--- config.mk ---
export PLATFORM = sky130hd
export DESIGN_NAME = srec_word_writer
export DESIGN_NICKNAME = d
export VERILOG_FILES = /design/src/rtl/srec_word_writer.sv
export SDC_FILE = /design/constraint.sdc
export NUM_CORES = 1
export LEC_CHECK = 0
export ABC_AREA = 1
export BUFFER_PORTS_ARGS = -buffer_cell sky130_fd_sc_hd__buf_4
export CORE_ASPECT_RATIO = 0.9
export CORE_MARGIN = 2
export CORE_UTILIZATION = 60
export CTS_CLUSTER_SIZE = 8
export DETAILED_ROUTE_END_ITERATION = 16
export HOLD_SLACK_MARGIN = 0.02
export PLACE_DENSITY_LB_ADDON = 0.2
export SETUP_SLACK_MARGIN = 0.1
export SYNTH_ARGS = -nofsm -noshare
export SYNTH_HDL_FRONTEND = slang
export SYNTH_SLANG_ARGS = --single-unit
--- constraint.sdc ---
create_clock -name clock -period 6.1 [get_ports clock]
set_clock_uncertainty 0.15 [all_clocks]
set_input_delay 0.61 -clock clock [delete_from_list [all_inputs] [get_ports clock]]
set_output_delay 0.61 -clock clock [all_outputs]
set_load 0.005 [all_outputs]
--- src/rtl/srec_word_writer.sv ---
// Packs the S-record parser's byte write stream into word-aligned 32-bit writes
// with byte enables, buffered by a small FIFO so memory stalls never stall the parser.
module srec_word_writer #(
  parameter int FIFO_DEPTH = 4,
  parameter bit BIG_ENDIAN = 1'b0
) (
  input  logic        clock,
  input  logic        reset_n,
  input  logic [31:0] byte_address,
  input  logic [7:0]  byte_data,
  input  logic        byte_valid,
  input  logic        flush,
  output logic [31:0] mem_address,
  output logic [31:0] mem_data,
  output logic [3:0]  mem_byte_enable,
  output logic        mem_write,
  input  logic        mem_ready,
  output logic        overflow,
  output logic        busy,
  output logic [15:0] words_written
);

  localparam int PW = $clog2(FIFO_DEPTH);
  localparam int CW = PW + 1;
  localparam logic [CW-1:0] FULL_COUNT = CW'(FIFO_DEPTH);

  // Accumulator and pending-flush state
  logic        acc_valid_q, acc_valid_d;
  logic [29:0] acc_addr_q, acc_addr_d;
  logic [31:0] acc_data_q, acc_data_d;
  logic [3:0]  acc_be_q, acc_be_d;
  logic        pend_q, pend_d;

  // FIFO state
  logic [29:0]   fifo_addr [FIFO_DEPTH];
  logic [31:0]   fifo_data [FIFO_DEPTH];
  logic [3:0]    fifo_be   [FIFO_DEPTH];
  logic [PW-1:0] head_q, head_d;
  logic [PW-1:0] tail_q, tail_d;
  logic [CW-1:0] count_q, count_d;
  logic          overflow_q, overflow_d;
  logic          busy_q;
  logic [15:0]   words_q;

  logic [1:0]  lane;
  logic [3:0]  lane_be;
  logic [31:0] lane_data;
  logic [31:0] lane_mask;
  logic [31:0] merged_data;
  logic [3:0]  merged_be;
  logic        same_word;

  logic        push;
  logic [29:0] push_addr;
  logic [31:0] push_data;
  logic [3:0]  push_be;
  logic        pop;
  logic        full;
  logic        do_write;

  // Big-endian lane is 3 - address[1:0], which for two bits is the inversion.
  assign lane        = BIG_ENDIAN ? ~byte_address[1:0] : byte_address[1:0];
  assign lane_be     = 4'b0001 << lane;
  assign lane_data   = {24'd0, byte_data} << {lane, 3'b000};
  assign lane_mask   = {{8{lane_be[3]}}, {8{lane_be[2]}}, {8{lane_be[1]}}, {8{lane_be[0]}}};
  assign merged_data = (acc_data_q & ~lane_mask) | lane_data;
  assign merged_be   = acc_be_q | lane_be;
  assign same_word   = acc_valid_q && (byte_address[31:2] == acc_addr_q);

  always_comb begin
    acc_valid_d = acc_valid_q;
    acc_addr_d  = acc_addr_q;
    acc_data_d  = acc_data_q;
    acc_be_d    = acc_be_q;
    pend_d      = pend_q;
    push        = 1'b0;
    push_addr   = acc_addr_q;
    push_data   = acc_data_q;
    push_be     = acc_be_q;
    if (byte_valid) begin
      // A byte always wins; any flush request keeps deferring behind it.
      pend_d = flush | pend_q;
      if (same_word) begin
        if (merged_be == 4'hF) begin
          push        = 1'b1;
          push_data   = merged_data;
          push_be     = merged_be;
          acc_valid_d = 1'b0;
          acc_data_d  = 32'd0;
          acc_be_d    = 4'd0;
        end else begin
          acc_data_d = merged_data;
          acc_be_d   = merged_be;
        end
      end else begin
        push        = acc_valid_q;
        acc_valid_d = 1'b1;
        acc_addr_d  = byte_address[31:2];
        acc_data_d  = lane_data;
        acc_be_d    = lane_be;
      end
    end else if (flush || pend_q) begin
      pend_d      = 1'b0;
      push        = acc_valid_q;
      acc_valid_d = 1'b0;
      acc_data_d  = 32'd0;
      acc_be_d    = 4'd0;
    end
  end

  assign pop      = (count_q != '0) && mem_ready;
  assign full     = (count_q == FULL_COUNT);
  assign do_write = push && (!full || pop);

  always_comb begin
    head_d     = head_q;
    tail_d     = tail_q;
    count_d    = count_q;
    overflow_d = overflow_q | (push && full && !pop);
    if (pop) head_d = head_q + 1'b1;
    if (do_write) tail_d = tail_q + 1'b1;
    if (do_write && !pop) count_d = count_q + 1'b1;
    else if (!do_write && pop) count_d = count_q - 1'b1;
  end

  always_ff @(posedge clock) begin
    if (!reset_n) begin
      acc_valid_q <= 1'b0;
      acc_addr_q  <= 30'd0;
      acc_data_q  <= 32'd0;
      acc_be_q    <= 4'd0;
      pend_q      <= 1'b0;
      head_q      <= '0;
      tail_q      <= '0;
      count_q     <= '0;
      overflow_q  <= 1'b0;
      busy_q      <= 1'b0;
      words_q     <= 16'd0;
    end else begin
      acc_valid_q <= acc_valid_d;
      acc_addr_q  <= acc_addr_d;
      acc_data_q  <= acc_data_d;
      acc_be_q    <= acc_be_d;
      pend_q      <= pend_d;
      head_q      <= head_d;
      tail_q      <= tail_d;
      count_q     <= count_d;
      overflow_q  <= overflow_d;
      busy_q      <= acc_valid_d | pend_d | (count_d != '0);
      if (pop) words_q <= words_q + 16'd1;
    end
  end

  // Storage needs no reset: outputs are gated by the occupancy count.
  always_ff @(posedge clock) begin
    if (do_write) begin
      fifo_addr[tail_q] <= push_addr;
      fifo_data[tail_q] <= push_data;
      fifo_be[tail_q]   <= push_be;
    end
  end

  assign mem_write       = (count_q != '0);
  assign mem_address     = mem_write ? {fifo_addr[head_q], 2'b00} : 32'd0;
  assign mem_data        = mem_write ? fifo_data[head_q] : 32'd0;
  assign mem_byte_enable = mem_write ? fifo_be[head_q] : 4'd0;
  assign overflow        = overflow_q;
  assign busy            = busy_q;
  assign words_written   = words_q;

endmodule
==> reports/qor.csv, run 1 <==
stage,metric,value,unit
floorplan,start_util,60.8,%
synthesis,synth_cell_type_count,35,
finish,nets,1876,
sta,setup_ws,2.27,ns
detailed_routing,num_vias,12500,
sta,period_minus_slack,3.83,ns
global_route,grt_overflow,0,
placed_design,dp_hpwl,23800,um
sta,fmax,261,MHz
cts,clk_pin_slew_worst_paths,0.05,ns
sta,hold_ws,0.166,ns
global_route,grt_pass1_wl,61600,um
cts,clockRootBuffer,clkbuf_16,
outcome,status,finished clean,
cts,ctsResizeCount,0,
power_and_ir_drop,p_leak,7.29,nW
setup_path,r2r_setup_slack,2.27,ns
cts,htree_num_levels,2,
floorplan,die_x,175,um
detailed_routing,drtAntennaViolNets,0,
setup_path,end_kind,flip-flop,
power_and_ir_drop,power.density,340,mW/mm^2
synthesis,yosys.area.top_type_share,50.3,%
setup_path,critPathSlowestCell,nor2_4,
power_and_ir_drop,switchingPower,1.68,mW
floorplan,die-area,0.0276,mm^2
detailed_routing,first_iter_violations,1216,
floorplan,pin_count,132,
synthesis,synthFlopType,edfxtp_1,
floorplan,die_h,158,um
cts,post_cts_buffers,0,
synthesis,synth-seq-cells,359,
setup_path,arrival,3.91,ns
finish,fin_cells,2199,
setup_path,crit_buf_inv,2,
synthesis,seq_area_frac_synth,62.3,%
setup_path,critical_path.endpoint,fifo_data[2][23],
setup_path,crit_family,simple AND/OR/NAND/NOR gates,
setup_path,worstPathMaxFanout,30,
cts,clock_latency,0.56,ns
hold_path,holdCritPathClass,in -> reg,
synthesis,synth-edff-count,264,
synthesis,ys_warn_count,0,
cts,tritoncts,built,
setup_path,worstSetupStartpointType,flip-flop,
setup_path,rr_startpoint,acc_addr_q[29],
sta,finalMaxSlewViolations,0,
detailed_routing,first_pass_iters,5,
floorplan,num_rows,56,
cts,clock_sinks,359,
global_route,grt_util_all_layers,28.5,%
synthesis,ys_top_cells_by_area,"edfxtp_1, dfxtp_1, nor2_1, o21ai_0, nand2_1",
power_and_ir_drop,p_comb_share,16.2,%
power_and_ir_drop,ir_worst_vdd,188,uV
finish,diodes,0,
job,maxCapViolCount,0,
sta,setup_viol_count_final,0,
sta,rsz0062_at_grt,false,
synthesis,synth_area_leader_cell,edfxtp_1,
global_route,antenna_found_initial,0,
setup_path,worst-path-stages,13,
setup_path,crit_start,acc_addr_q[29],
power_and_ir_drop,seqPwrFrac,44.1,%
setup_path,r2r.worst_path.cells,13,
synthesis,synth_cells,1714,
setup_path,path_class,reg -> reg,
setup_path,rr_endpoint,fifo_data[2][23],
global_route,grt_start_max_net_pins,99,
synthesis,async_reset_ff_share,0,%
floorplan,core_region_area,0.0259,mm^2
placed_design,place_ws,1.89,ns
setup_path,max_stage_delay,0.84,ns
detailed_routing,routed_wl,39400,um
cts,cts_buffer_depth,3,
sta,worst_pin_slew,1.11,ns
power_and_ir_drop,sw_frac_of_total,26.9,%
power_and_ir_drop,clockPowerShare,39.7,%
detailed_routing,viasPerCell,5.67,
placed_design,dp.cells,2118,
cts,hold_buffers,0,
synthesis,netlist_area,0.0158,mm^2
placed_design,portBuffers,129,
cts,numCtsBuffers,50,
finish,syn_to_final_growth,16.7,%
detailed_routing,drc,0,
setup_path,critPathMostFrequentCell,nand2_1,
setup_path,required,6.17,ns
sta,final.setup.tns,0,ns
synthesis,synth.most_common_cell,nor2_1,
synthesis,syn_avg_cell_area,9.20,um^2
sta,period_share,62.8,%
power_and_ir_drop,internal-power,4.58,mW
sta,relSlewSlack,25.9,%
finish,drive_gt1_share,12.6,%
global_route,grt_pass1_vias,11700,
placed_design,gp_congestion,0.908,
detailed_routing,wl_per_cell,17.9,um
setup_path,path_cells,inv_1 > nand2_1 > nand2_1 > nor2_1 > nand2_1 > nor2_1 > nand2_1 > nor2_4 > nand3_4 > nand2_1 > nand2_1 > nor2_4 > buf_4,
synthesis,ys_top_cells_by_count,"nor2_1, nand2_1, edfxtp_1",
sta,hold_viol_final,0,
-- per-stage QoR --
stage / util, % / instance area (um^2) / total power [mW]
6_report: 71.0 / 18400 / 6.26
5_1_grt: 71.0 / 18400 / 6.49
4_1_cts: 70.9 / 18400 / 6.27
3_5_place_dp: 65.5 / 17000 / 3.80
3_3_place_gp: 65.5 / 17000 / 3.78
2_1_floorplan: - / 15800 / 3.34
-- cell type report --
class	instances	area, um^2
clock buffers	77	1350
clock inverters	3	33.8
fillers	1889	7530
inverters	151	567
multi-input cells	1117	5070
flip-flops and latches	359	9830
well taps	348	435
repair buffers	144	1110
-- power by group through the flow --
stage | sequential (mW) | clock (mW) | combinational, mW
floorplan | 2.77 | 0 | 0.567
global placement | 2.80 | 0 | 0.981
detailed placement | 2.80 | 0 | 0.996
CTS | 2.76 | 2.51 | 1.01
global route | 2.76 | 2.60 | 1.12
finish | 2.76 | 2.49 | 1.02
-- cells in the final DEF, fill, tap and decap left out, types with 2 or more instances in the layout --
cell,synthesis,final
or2_2,4,4
buf_12,0,2
o22ai_1,2,2
xor2_1,2,2
edfxtp_1,264,264
nor2_1,325,319
nand2_1,284,284
nor3_1,10,10
nand3_2,3,3
conb_1,1,2
ha_1,8,8
nand3_1,51,51
nor4_1,5,5
nor2_4,5,11
o21ai_0,239,239
a22oi_1,3,3
buf_4,4,142
clkbuf_16,0,50
inv_1,141,139
nor2_2,3,3
xnor2_1,3,3
inv_6,0,2
clkbuf_1,67,27
dfxtp_1,95,93
nand4_1,14,14
a21oi_1,146,146
inv_2,9,11
-- sequential cells by signal, indices dropped and copies added (netlist names), named ones only --
| signal | flops |
|---|---|
| fifo_data | 128 |
| acc_data_q | 32 |
| words_written | 16 |
| fifo_addr | 120 |
| head_q | 2 |
| overflow | 1 |
| count_q | 3 |
| pend_q | 1 |
| acc_be_q | 4 |
| tail_q | 2 |
| acc_addr_q | 30 |
| busy | 1 |
| fifo_be | 16 |
| acc_valid_q | 1 |
-- worst min-delay path by stage --
stage	endpoint	startpoint	cells past startpoint
after floorplan	flip-flop	head_q[0]	1
after global placement	words_written[15]	words_written[15]	2
after detailed placement	acc_data_q[5]	acc_data_q[5]	2
after CTS	acc_addr_q[19]	byte_address[21]	3
after global routing	acc_addr_q[27]	byte_address[29]	3
final	acc_addr_q[19]	byte_address[21]	3
-- tightest hold or removal path, delay by kind of cell --
family / cells / cell delay [ns]
compound gates: 1 / 0.10
buf+inv: 2 / 0.12
-- routing by layer --
metal	part of all wire (%)	up-vias	global-route usage [%]
met3	8.5	84	4.83
met1	43	5898	40.7
li1	-	5966	-
met5	0	-	0
met2	46	519	45.1
met4	2.2	0	8.69
-- kinds of logic (layout without fill, tap and decap cells) --
group                      Yosys count  count (layout)  synth area share (%)
AOI/OAI and AO/OA                  393             393                  12.6
xor gates and xnor gates             5               5                 0.278
adders and majority gates            8               8                 0.635
buffers and inverters              239             375                  5.84
DFF                                359             359                  62.3
other                                1               2                0.0238
and+or+nand+nor                    709             709                  18.3
No activity file was read; power rests on OpenSTA's default activity.
==> run 2: changes to the inputs <==
Settings changed: ABC_AREA 1 to 0, CORE_UTILIZATION 60 to 59.
Clock period 6.1 ns to 3.8 ns, I/O delays scaled along.
==> run 2 against run 1 <==
Largest power group unchanged. Critical endpoint is now fifo_data[0][28]. First-iteration DRC count shrank 49%. Setup slack lost 1.9 ns. Core utilization grew 2.1 points. Sequential share of layout area grew 2.3 points. Non-clock buffer count grew 37.
==> reports/qor.csv, run 2 <==
stage,metric,value,unit,change
outcome,status,finished clean,,unchanged
cts,hold_buffers,32,,was 0
setup_path,path_cells,dlygate4sd3_1 > buf_4 > xnor2_1 > nand4_1 > nor4_2 > nand4_1 > buf_4 > nor2_2 > mux2_2,,was inv_1 > nand2_1 > nand2_1 > nor2_1 > nand2_1 > nor2_1 > nand2_1 > nor2_4 > nand3_4 > nand2_1 > nand2_1 > nor2_4 > buf_4
synthesis,ys_warn_count,0,,unchanged
sta,period_share,90.6,%,
setup_path,path_class,in -> reg,,was reg -> reg
job,maxCapViolCount,0,,unchanged
finish,largest_register_ffs,128,,unchanged
setup_path,worstSetupStartpointType,input port,,was flip-flop
finish,syn_to_final_growth,22.3,%,was 16.7%
hold_path,holdCritPathClass,in -> reg,,unchanged
synthesis,synth-seq-cells,359,,unchanged
synthesis,yosys.area.top_type_share,55.0,%,was 50.3%
setup_path,critPathSlowestCell,dlygate4sd3_1,,was nor2_4
cts,cts_buffer_depth,3,,unchanged
synthesis,synth_cell_type_count,49,,was 35
cts,ctsResizeCount,0,,unchanged
cts,htree_num_levels,2,,unchanged
finish,fillers,1483,,was 1889
sta,period_minus_slack,3.44,ns,
cts,clock_sinks,359,,unchanged
synthesis,synth-edff-count,264,,unchanged
floorplan,die-area,0.0257,mm^2,was 0.0276 mm^2
placed_design,portBuffers,129,,unchanged
finish,nets,1126,,was 1876
finish,diodes,0,,unchanged
synthesis,synth_area_leader_cell,edfxtp_1,,unchanged
synthesis,async_reset_ff_share,0,%,unchanged
global_route,grt_pass1_wl,49000,um,was 61600 um
power_and_ir_drop,ir_worst_vdd,361,uV,was 188 uV
detailed_routing,num_vias,8337,,was 12500
finish,layout_commonest_cell,edfxtp_1,,was nor2_1
cts,numCtsBuffers,50,,unchanged
detailed_routing,first_iter_violations,622,,was 1216
setup_path,worstPathMaxFanout,8,,was 30
floorplan,num_rows,54,,was 56
floorplan,die_h,152,um,was 158 um
cts,clock_latency,0.54,ns,was 0.56 ns
global_route,grt_overflow,0,,unchanged
setup_path,arrival,3.56,ns,was 3.91 ns
sta,fmax,290,MHz,
global_route,grt_start_max_net_pins,49,,was 99
detailed_routing,first_pass_iters,7,,was 5
power_and_ir_drop,power.density,606,mW/mm^2,was 340 mW/mm^2
cts,post_cts_buffers,0,,unchanged
setup_path,end_kind,flip-flop,,unchanged
synthesis,ys_top_cells_by_count,"edfxtp_1, dfxtp_1, and2_1",,"was nor2_1, nand2_1, edfxtp_1"
setup_path,r2r_setup_slack,0.47,ns,was 2.27 ns
detailed_routing,routed_wl,31200,um,was 39400 um
placed_design,dp_hpwl,18500,um,was 23800 um
synthesis,syn_avg_cell_area,16.4,um^2,was 9.20 um^2
setup_path,critical_path.endpoint,fifo_data[0][28],,was fifo_data[2][23]
sta,relSlewSlack,19.4,%,was 25.9%
global_route,antenna_found_initial,0,,unchanged
setup_path,rr_startpoint,acc_addr_q[19],,was acc_addr_q[29]
floorplan,pin_count,132,,unchanged
power_and_ir_drop,p_leak,6.39,nW,was 7.29 nW
detailed_routing,wl_per_cell,22.0,um,was 17.9 um
sta,hold_viol_final,0,,unchanged
detailed_routing,drc,0,,unchanged
synthesis,ys_top_cells_by_area,"edfxtp_1, dfxtp_1, mux4_2, and2_1, mux2_2",,"was edfxtp_1, dfxtp_1, nor2_1, o21ai_0, nand2_1"
finish,final_cell_mix,"edfxtp_1, buf_4, dfxtp_1, and2_1, nor2_1",,"was nor2_1, nand2_1, edfxtp_1, o21ai_0, a21oi_1"
cts,clockRootBuffer,clkbuf_16,,unchanged
setup_path,crit_start,byte_address[21],,was acc_addr_q[29]
setup_path,rr_endpoint,fifo_data[0][28],,was fifo_data[2][23]
sta,rsz0062_at_grt,false,,unchanged
setup_path,required,3.92,ns,was 6.17 ns
hold_path,hold_depth,3,,unchanged
synthesis,synthFlopType,edfxtp_1,,unchanged
finish,final_util,73.1,%,was 71.0%
floorplan,die_x,169,um,was 175 um
synthesis,synth.most_common_cell,edfxtp_1,,was nor2_1
setup_path,r2r.worst_path.cells,7,,was 13
cts,tritoncts,built,,unchanged
floorplan,start_util,59.7,%,was 60.8%
finish,largest_registers,"fifo_data: 128 flops, fifo_addr: 120 flops, acc_data_q: 32 flops",,unchanged
sta,setup_viol_count_final,0,,unchanged
detailed_routing,drtAntennaViolNets,0,,unchanged
detailed_routing,viasPerCell,5.86,,was 5.67
sta,worst_pin_slew,1.20,ns,was 1.11 ns
global_route,grt_util_all_layers,24.9,%,was 28.5%
synthesis,synth_cells,880,,was 1714
global_route,grt_pass1_vias,8735,,was 11700
finish,drive_gt1_share,28.9,%,was 12.6%
finish,regMostFlops,fifo_data,,unchanged
cts,clk_pin_slew_worst_paths,0.05,ns,about the same
synthesis,netlist_area,0.0144,mm^2,was 0.0158 mm^2
sta,final.setup.tns,0,ns,unchanged
placed_design,gp_congestion,0.762,,was 0.908
synthesis,seq_area_frac_synth,68.2,%,was 62.3%
sta,finalMaxSlewViolations,0,,unchanged
floorplan,core_region_area,0.0241,mm^2,was 0.0259 mm^2
setup_path,max_stage_delay,0.55,ns,was 0.84 ns
-- run 2: cell types whose count changed after synthesis, sizes merged, moves of 24 or more --
cell | before | now
nor2 | 333 | 70
nand2 | 285 | 26
mux4 | 0 | 66
and2 | 0 | 69
a32o | 0 | 24
inv | 150 | 9
mux2i | 0 | 30
clkbuf | 67 | 23
mux2 | 0 | 33
o21ai | 240 | 5
xnor2 | 3 | 35
a21oi | 146 | 15
nand3 | 55 | 8
-- run 2: final cells by class --
type                            count  area, um^2  share of cell area, %
Timing Repair Buffer              181        1500                   8.52
Sequential cell                   359        9830                   55.8
Multi-Input combinational cell    471        4380                   24.9
Tap cell                          308         385                   2.19
Inverter                           10        37.5                  0.213
Clock buffer                       94        1480                   8.40
-- run 2: worst max-delay path: cells and delay by family --
family	cells	cell delay, ns
XOR/XNOR	1	0.27
multiplexers	1	0.44
AND/OR/NAND/NOR	4	1.49
buffers and inverters	3	0.98
-- run 2: cells by family after synthesis --
group / Yosys count / synth area share [%]
flops: 359 / 68.2
fa+ha+maj: 8 / 0.695
compound gates: 67 / 3.74
buf+inv: 51 / 1.49
other cells: 1 / 0.0260
xor+xnor: 46 / 2.80
simple gates: 219 / 8.03
mux: 129 / 15.0
-- run 2: how the worst min path moves through the flow --
stage                         from             end
floorplan           acc_data_q[24]  acc_data_q[24]
global placement    acc_data_q[29]  acc_data_q[29]
detailed placement  acc_data_q[27]  acc_data_q[27]
CTS                   byte_data[1]  acc_data_q[25]
global route          byte_data[7]  acc_data_q[15]
finish                byte_data[0]  acc_data_q[24]
-- run 2: per-layer routing --
layer,track usage [%],vias to the layer above,wire (um)
li1,-,3766,-
met1,35.6,4245,13600
met2,40.5,287,15300
met3,4.36,39,1960
met4,5.95,0,456
met5,0,-,0
-- run 2: stage by stage --
| step | power (mW) | std cells | cell area, um^2 | setup slack [ns] | hold WS, ns |
|---|---|---|---|---|---|
| floorplan | 5.68 | 881 | 14400 | 0.162 | 0.279 |
| global placement | 6.59 | 1297 | 15800 | 0.494 | 0.294 |
| detailed placement | 6.62 | 1297 | 15800 | 0.387 | 0.303 |
| CTS | 10.8 | 1423 | 17600 | 0.396 | 0.0260 |
| global route | 11.1 | 1423 | 17600 | 0.160 | 0.0367 |
| finish | 10.7 | 1423 | 17600 | 0.357 | 0.0442 |
-- run 2: where the power goes --
part           switching (mW)  internal (mW)
Sequential              0.152           4.34
Clock                    1.55           2.58
Combinational           0.938           1.13
==> run 3: changes to the inputs <==
Settings changed: CORE_UTILIZATION 59 to 61, CTS_BUF_LIST set to sky130_fd_sc_hd__clkbuf_8.
==> run 3 against run 2 <==
Sequential share of layout area increased by 1.3 points. Sequential cell count unchanged. Die area decreased by 3.2%. Highest routed layer unchanged. Maximum frequency increased by 6.2%. Core utilization increased by 0.90 points. Largest power group unchanged.
==> reports/qor.csv, run 3 (synthesis gave the netlist of run 2 again) <==
stage,metric,value,unit,change
power_and_ir_drop,clockPowerShare,30.2,%,was 38.6%
setup_path,crit_buf_inv,3,,unchanged
placed_design,place_ws,0.561,ns,was 0.387 ns
setup_path,path_class,reg -> out,,was in -> reg
sta,relSlewSlack,22.5,%,was 19.4%
sta,setup_ws,0.558,ns,was 0.357 ns
placed_design,portBuffers,129,,unchanged
finish,regMostFlops,fifo_data,,unchanged
detailed_routing,drtAntennaViolNets,0,,unchanged
cts,clk_pin_slew_worst_paths,0.06,ns,was 0.05 ns
power_and_ir_drop,internal-power,6.89,mW,was 8.05 mW
sta,final.setup.tns,0,ns,unchanged
finish,syn_to_final_growth,19.5,%,was 22.3%
sta,period_share,85.3,%,was 90.6%
global_route,antenna_found_initial,0,,unchanged
global_route,grt_overflow,0,,unchanged
sta,hold_ws,0.0742,ns,was 0.0442 ns
cts,cts_buffer_depth,3,,unchanged
sta,hold_viol_final,0,,unchanged
setup_path,arrival,2.71,ns,was 3.56 ns
floorplan,die_h,150,um,was 152 um
setup_path,crit_family,simple AND/OR/NAND/NOR gates,,unchanged
finish,drive_gt1_share,29.3,%,was 28.9%
global_route,grt_util_all_layers,24.4,%,was 24.9%
detailed_routing,first_iter_violations,543,,was 622
finish,final_cell_mix,"edfxtp_1, buf_4, dfxtp_1, and2_1, nor2_1",,unchanged
global_route,grt_start_max_net_pins,62,,was 49
job,maxCapViolCount,0,,unchanged
outcome,status,finished clean,,unchanged
detailed_routing,drc,0,,unchanged
setup_path,end_kind,primary output,,was flip-flop
finish,largest_registers,"fifo_data: 128 flops, fifo_addr: 120 flops, acc_data_q: 32 flops",,unchanged
cts,clockRootBuffer,clkbuf_8,,was clkbuf_16
floorplan,die_x,166,um,was 169 um
cts,clock_latency,0.59,ns,was 0.54 ns
placed_design,dp.cells,1289,,was 1297
cts,post_cts_buffers,0,,unchanged
sta,setup_viol_count_final,0,,unchanged
power_and_ir_drop,power.density,543,mW/mm^2,was 606 mW/mm^2
finish,fin_cells,1433,,was 1423
global_route,grt_pass1_vias,8592,,was 8735
finish,layout_commonest_cell,edfxtp_1,,unchanged
setup_path,worst-path-stages,6,,was 9
floorplan,pin_count,132,,unchanged
detailed_routing,wl_per_cell,21.0,um,was 22.0 um
sta,worst_pin_slew,1.16,ns,was 1.20 ns
finish,fillers,1461,,was 1483
power_and_ir_drop,ir_worst_vdd,328,uV,was 361 uV
detailed_routing,viasPerCell,5.82,,was 5.86
finish,final_util,74.0,%,was 73.1%
setup_path,path_cells,inv_1 > ha_1 > nand2_2 > buf_4 > and2_1 > buf_4,,was dlygate4sd3_1 > buf_4 > xnor2_1 > nand4_1 > nor4_2 > nand4_1 > buf_4 > nor2_2 > mux2_2
power_and_ir_drop,p_comb_share,21.7,%,was 19.3%
floorplan,die-area,0.0249,mm^2,was 0.0257 mm^2
placed_design,gp_congestion,0.794,,was 0.762
sta,rsz0062_at_grt,false,,unchanged
finish,largest_register_ffs,128,,unchanged
finish,diodes,0,,unchanged
setup_path,worstSetupStartpointType,flip-flop,,was input port
global_route,grt_pass1_wl,46700,um,was 49000 um
setup_path,worstPathMaxFanout,38,,was 8
power_and_ir_drop,seqPwrFrac,48.2,%,was 42.0%
detailed_routing,routed_wl,30100,um,was 31200 um
setup_path,r2r.worst_path.cells,8,,was 7
hold_path,hold_depth,3,,unchanged
detailed_routing,first_pass_iters,5,,was 7
placed_design,dp_hpwl,18300,um,was 18500 um
hold_path,holdCritPathClass,in -> reg,,unchanged
floorplan,core_region_area,0.0233,mm^2,was 0.0241 mm^2
cts,clock_sinks,359,,unchanged
cts,tritoncts,built,,unchanged
detailed_routing,num_vias,8340,,was 8337
sta,period_minus_slack,3.24,ns,was 3.44 ns
finish,nets,1138,,was 1126
power_and_ir_drop,p_leak,6.36,nW,was 6.39 nW
power_and_ir_drop,sw_frac_of_total,26.3,%,was 24.7%
floorplan,num_rows,53,,was 54
sta,finalMaxSlewViolations,0,,unchanged
sta,fmax,308,MHz,was 290 MHz
power_and_ir_drop,switchingPower,2.46,mW,was 2.64 mW
setup_path,critPathSlowestCell,nand2_2,,was dlygate4sd3_1
setup_path,required,3.27,ns,was 3.92 ns
setup_path,max_stage_delay,0.59,ns,was 0.55 ns
cts,numCtsBuffers,55,,was 50
floorplan,start_util,61.9,%,was 59.7%
setup_path,critPathMostFrequentCell,buf_4,,
cts,htree_num_levels,2,,unchanged
==> run 3: cell types whose count changed in the layout (fill, tap and decap cells not counted), sizes merged <==
cell / previous run / this run
clkinvlp: 0 / 1
inv: 10 / 48
buf: 149 / 147
dlygate4sd3: 32 / 41
clkbuf: 94 / 59
clkinv: 0 / 5
==> run 3: final timing paths <==
path / slack (ns) / endpoint / startpoint
worst max-delay path: 0.56 / mem_address[10] / count_q[1]
worst min-delay path: 0.07 / pend_q / byte_valid
worst max register to register: 0.69 / fifo_addr[1][24] / acc_addr_q[20]
worst min register to register: 0.31 / acc_data_q[31] / acc_data_q[31]
==> run 3: what timing repair did <==
| action | CTS | global route |
|---|---|---|
| endpoints found under the hold margin | 60 | 0 |
| endpoints found under the setup margin | 0 | 0 |
| hold buffers | 41 | 0 |
| resized for setup | 0 | 0 |
==> run 3: routing by layer <==
metal	vias up	wire, um	track usage, %	part of all wire, %
met3	67	1940	4.92	6.4
li1	3798	-	-	-
met5	-	0	0	0
met4	0	793	8.78	2.6
met2	296	14600	40.2	48
met1	4179	12800	33.0	42
==> run 3: area by class of cell <==
class                           instances  area (um^2)  share of cell area [%]
Inverter                               10         37.5                   0.218
Tap cell                              302          378                    2.20
Sequential cell                       359         9830                    57.1
Multi-Input combinational cell        471         4380                    25.5
Timing Repair Buffer                  188         1590                    9.23
Clock buffer                           59          812                    4.72
Clock inverter                         44          181                    1.05
==> run 3: tightest hold or removal path, delay by kind of cell <==
family / cells / cell delay (ns)
buffers and inverters: 2 / 0.29
AND/OR/NAND/NOR: 1 / 0.08
==> run 3: metrics by stage <==
| stage | total power, mW | instance area [um^2] |
|---|---|---|
| 2_1_floorplan | 5.68 | 14400 |
| 3_3_place_gp | 6.56 | 15800 |
| 3_5_place_dp | 6.60 | 15800 |
| 4_1_cts | 9.44 | 17200 |
| 5_1_grt | 9.78 | 17200 |
| 6_report | 9.34 | 17200 |
==> run 3: power by group through the flow <==
stage | sequential [mW] | clock (mW) | combinational (mW)
2_1_floorplan | 4.47 | 0 | 1.21
3_3_place_gp | 4.58 | 0 | 1.98
3_5_place_dp | 4.59 | 0 | 2.01
4_1_cts | 4.51 | 2.88 | 2.05
5_1_grt | 4.53 | 3.06 | 2.19
6_report | 4.50 | 2.82 | 2.03
